$ cat config.mk
export PLATFORM = sky130hd
export DESIGN_NAME = tt_sweep
export DESIGN_NICKNAME = d
export VERILOG_FILES = /design/src/rtl/tt_pkg.sv /design/src/rtl/tt_lut.sv /design/src/rtl/tt_sweep.sv
export SDC_FILE = /design/constraint.sdc
export NUM_CORES = 1
export LEC_CHECK = 0
export CORE_ASPECT_RATIO = 1.25
export CORE_MARGIN = 1.5
export CORE_UTILIZATION = 40
export CTS_CLUSTER_DIAMETER = 200
export DETAILED_ROUTE_END_ITERATION = 10
export PLACE_DENSITY = 0.77
export SLEW_MARGIN = 0
export SYNTH_ARGS = -nofsm -noshare
export SYNTH_HDL_FRONTEND = slang
export SYNTH_HIERARCHICAL = 1
export SYNTH_SLANG_ARGS = --single-unit
$ cat constraint.sdc
create_clock -name clk -period 3.13 [get_ports clk]
set_input_delay 0.626 -clock clk [delete_from_list [all_inputs] [get_ports clk]]
set_output_delay 0.626 -clock clk [all_outputs]
set_load 0.1 [all_outputs]
$ cat src/rtl/tt_pkg.sv
// Shared types and encodings for the truth-table sweep engine.
package tt_pkg;

    // Operation sequencer states
    typedef enum logic [1:0] {
        IDLE  = 2'd0,
        EVAL  = 2'd1,
        SWEEP = 2'd2,
        FIN   = 2'd3
    } state_e;

    // Operation select encodings, sampled with start
    localparam logic MODE_EVAL  = 1'b0;
    localparam logic MODE_SWEEP = 1'b1;

endpackage : tt_pkg

$ cat src/rtl/tt_lut.sv
// Combinational truth-table bit select: y = table[idx].
module tt_lut #(
    parameter  int unsigned N_IN  = 4,
    localparam int unsigned TBL_W = 2 ** N_IN
) (
    input  logic [TBL_W-1:0] tbl_i,
    input  logic [N_IN-1:0]  idx_i,
    output logic             y_o
);

    // Pure mux, no state
    assign y_o = tbl_i[idx_i];

endmodule : tt_lut

$ cat src/rtl/tt_sweep.sv
// Truth-table engine: single evaluate or full sweep of a loaded table,
// streamed out as valid/ready beats with a running count of ones.
module tt_sweep
    import tt_pkg::*;
#(
    parameter  int unsigned N_IN  = 4,
    localparam int unsigned TBL_W = 2 ** N_IN,
    localparam int unsigned CNT_W = N_IN + 1
) (
    input  logic             clk,
    input  logic             rst_n,
    input  logic             cfg_we,
    input  logic [TBL_W-1:0] cfg_table,
    input  logic             start,
    input  logic             mode,
    input  logic [N_IN-1:0]  eval_in,
    output logic             out_valid,
    input  logic             out_ready,
    output logic [N_IN-1:0]  out_idx,
    output logic             out_y,
    output logic             busy,
    output logic             done,
    output logic [CNT_W-1:0] ones_cnt
);

    state_e             state_q, state_d;
    logic [TBL_W-1:0]   tbl_q, tbl_d;
    logic [N_IN-1:0]    idx_q, idx_d;
    logic [CNT_W-1:0]   cnt_q, cnt_d;
    logic               lut_y;
    logic               accept;

    // Table bit for the current index
    tt_lut #(.N_IN(N_IN)) u_lut (
        .tbl_i (tbl_q),
        .idx_i (idx_q),
        .y_o   (lut_y)
    );

    // Output decode straight from the state and index registers
    assign out_valid = (state_q == EVAL) || (state_q == SWEEP);
    assign busy      = (state_q != IDLE);
    assign done      = (state_q == FIN);
    assign out_idx   = idx_q;
    assign out_y     = lut_y & out_valid;
    assign ones_cnt  = cnt_q;
    assign accept    = out_valid & out_ready;

    // State, table, index and count registers
    always_ff @(posedge clk or negedge rst_n) begin
        if (!rst_n) begin
            state_q <= IDLE;
            tbl_q   <= '0;
            idx_q   <= '0;
            cnt_q   <= '0;
        end else begin
            state_q <= state_d;
            tbl_q   <= tbl_d;
            idx_q   <= idx_d;
            cnt_q   <= cnt_d;
        end
    end

    // Next-state logic; config and start are only honoured in IDLE
    always_comb begin
        state_d = state_q;
        tbl_d   = tbl_q;
        idx_d   = idx_q;
        cnt_d   = cnt_q;
        case (state_q)
            IDLE: begin
                if (cfg_we) begin
                    tbl_d = cfg_table;
                end
                if (start) begin
                    cnt_d = '0;
                    if (mode == MODE_SWEEP) begin
                        idx_d   = '0;
                        state_d = SWEEP;
                    end else begin
                        idx_d   = eval_in;
                        state_d = EVAL;
                    end
                end
            end
            EVAL: begin
                if (accept) begin
                    cnt_d   = cnt_q + CNT_W'(lut_y);
                    state_d = FIN;
                end
            end
            SWEEP: begin
                if (accept) begin
                    cnt_d = cnt_q + CNT_W'(lut_y);
                    // Last code ends the sweep without wrapping the index
                    if (idx_q == N_IN'(TBL_W - 1)) begin
                        state_d = FIN;
                    end else begin
                        idx_d = idx_q + N_IN'(1);
                    end
                end
            end
            FIN: begin
                state_d = IDLE;
            end
            default: begin
                state_d = IDLE;
            end
        endcase
    end

endmodule : tt_sweep

==> summary.txt <==
Cells and area
  – Post-Layout Cell Count: slightly below 200
  – Diode count: 0
  – Share of layout cells above drive strength 1: between 20% and 30%
  – Synth-to-layout area growth: 28.3%
  – Core Util, Final: a little over half
  – Fin nets: ~190

Detailed routing
  – DRC: 6
  – DRT Pass-1 Iters: 7
  – Vias per cell: between 5 and 6
  – Routed via count: between 1000 and 1500
  – Wire per inst: ~16 um
  – DRT iter0 DRCs: 39
  – Drt total wl: 3090 um
  – Antenna viol nets, final: 0

Timing
  – Fmax achieved: around 0.36 GHz
  – Final hold vios: 0
  – RSZ-0062 raised after global routing: false
  – Clock Skews: ~11 ps
  – Final setup vio count: 0
  – Slew margin rel.: slightly below 60%
  – Max Slew Vio Count: 0
  – Post-route worst setup slack: between 300 and 400 ps
  – Setup TNS Final: 0 ps
  – Final Critical Period: between 2000 and 3000 ps
  – Slew @ Worst Pin: roughly 600 ps
  – Final Cycle Share: roughly nine tenths

GRT
  – Vias in the first global route: 1153
  – Grt met3 use: 2.35%
  – Grt met1 use: between 10% and 20%
  – Grt ovf: 0
  – Global-route total usage across every layer: between 15 and 20%
  – Initial antenna violation count: 0
  – Global-route wire length before repair: 5130 um
  – Largest net degree at the start of global routing: 28
  – GRT met2 Usage: 28.4%
  – GRT Max-Usage Layer: met2

Floorplanning
  – Die Y: about 72 um
  – Initial core utilization: a little over two fifths
  – Placement Rows: 24
  – Core footprint: between 3000 and 4000 um2
  – I/O Pins: 39
  – Chip width: 57.8 um
  – Area of the die: around 4100 um2

Synthesis
  – Asr flop ratio synth: 100%
  – Most common cell in the synthesized netlist: dfrtp_1
  – Synthesized net count: between 150 and 200
  – Yosys top cell area share: between 40% and 50%
  – Gate Count Post-Synth: 119
  – Post-synth top area cell: dfrtp_1
  – Commonest cells post-synth: dfrtp_1, mux2_2, nand2_1
  – Distinct cells, synth: 33
  – Yosys reg bits: 27
  – Most area-consuming cells after synthesis: dfrtp_1, mux2_2, mux4_1
  – Syn Std Cell Area: ~1500 um2
  – Top_reg_cell synth: dfrtp_1
  – Syn avg cell area: about 13 um2
  – Synthesis warning total: 6
  – Number of flops mapped to enable cells by yosys: 0
  – Register area share after synthesis: between 40 and 50%

Place
  – Routability cong.: 0.863
  – Pre-CTS setup slack: slightly below 700 ps
  – Port Buffers: 38
  – Detailed placement HPWL: between 2000 and 2500 um
  – Placed Instances: 194

Critical path
  – Register-to-register setup slack: approximately 730 ps
  – CP Max Fanout: 9
  – CP delay by family, top: multiplexers
  – Crit start category: flop
  – Setup crit start: out_idx[0]
  – Crit-path most repeated cell: mux2i_1
  – WP buf/inv: 1
  – Reg2reg start: out_idx[0]
  – WS Path Type: flop to output port
  – Max incr delay on CP: about 610 ps
  – Required @ worst endpoint: between 2000 and 3000 ps
  – Worst Reg-to-Reg Cells: 8
  – Critical Path End Type: output port
  – Crit-path cells: mux4_1 > mux2i_1 > mux2i_1 > and2_1 > buf_4
  – Slowest cell on crit path: mux4_1
  – Reg2Reg Capture Point: ones_cnt[2]
  – Crit path arrival time: ~2100 ps

Run
  – Max-cap violations: 0

Clocking
  – Clk slew on worst S/H paths: 100 ps
  – Sink Count: 27
  – Clk root buf: clkbuf_8
  – TritonCTS clock tree: yes
  – Clk_lat worst skew: between 200 and 300 ps
  – Setup Fix Bufs, Post-CTS: 0
  – H-Tree Depth: 1
  – CTS Buf Count: 3
  – Cts-stage hold buffer count: 0
  – PostCTS Resize Cnt: 0
  – CTS Buffer Depth: 2

Min path
  – Hold WC Path Type: flop to flop
  – Hold EP: tbl_q[3]
  – Hold depth: 1
  – Critical hold path startpoint: tbl_q[3]

Outcome
  – Failing checks: design-rule violations
  – Status: finished, violations left
## layer usage
layer | part of all wire (%) | vias to the layer above
met5 | 0 | -
met4 | 2.5 | 0
met3 | 5.4 | 8
met2 | 52 | 35
met1 | 40 | 498
li1 | - | 515
## worst max-delay path by stage
stage,endpoint,slack (ps),cells after the start
after floorplan,out_y,10,4
after global placement,out_y,770,5
after detailed placement,out_y,680,5
after CTS,out_y,370,5
after global routing,out_y,290,5
final,out_y,360,5
## per-stage QoR
stage	area, um2	hold slack, ps
6_report	1930	513
2_1_floorplan	1500	330
3_3_place_gp	1880	483
5_1_grt	1930	530
4_1_cts	1930	514
3_5_place_dp	1880	494
## state kept, by name, summed over array words and instances (netlist names)
signal,flops
tbl_q,16
ones_cnt,5
out_idx,4
state_q,2
## kinds of logic after synthesis
kind of cell,synth area share [%]
adders and majority gates,5.82
xor gates and xnor gates,1.75
muxes,23.6
buffers and inverters,2.83
and+or+nand+nor,10.2
DFF,44.9
AOI/OAI and AO/OA,10.8
## layout make-up
cell class | count | area (um2)
inverter | 5 | 18.8
fill | 327 | 1610
sequential | 27 | 676
tap | 39 | 48.8
timing repair buffer | 39 | 355
multi-input combinational | 84 | 786
clock buffer | 4 | 45.0
## cell usage in the layout (no fill, tap or decap), types with 2 or more instances in the layout
| master | netlist | routed |
|---|---|---|
| dfrtp_1 | 27 | 27 |
| clkdlybuf4s50_1 | 0 | 25 |
| mux2_2 | 16 | 16 |
| buf_4 | 1 | 14 |
| nand2_1 | 9 | 9 |
| nor2_1 | 7 | 7 |
| ha_1 | 7 | 7 |
| nand3_1 | 5 | 5 |
| o21ai_0 | 5 | 5 |
| inv_1 | 4 | 4 |
| mux2i_1 | 4 | 4 |
| mux4_1 | 4 | 4 |
| xnor2_1 | 3 | 3 |
| clkbuf_8 | 0 | 3 |
| and2_1 | 2 | 2 |
| nor3_1 | 2 | 2 |
| nand4_1 | 2 | 2 |
| a21oi_1 | 2 | 2 |
| a31oi_1 | 2 | 2 |
| mux2_4 | 2 | 2 |
Power is left out: the tool's default activity adds up to more than one toggle a clock period on the data nets, which glitch-free logic cannot reach.
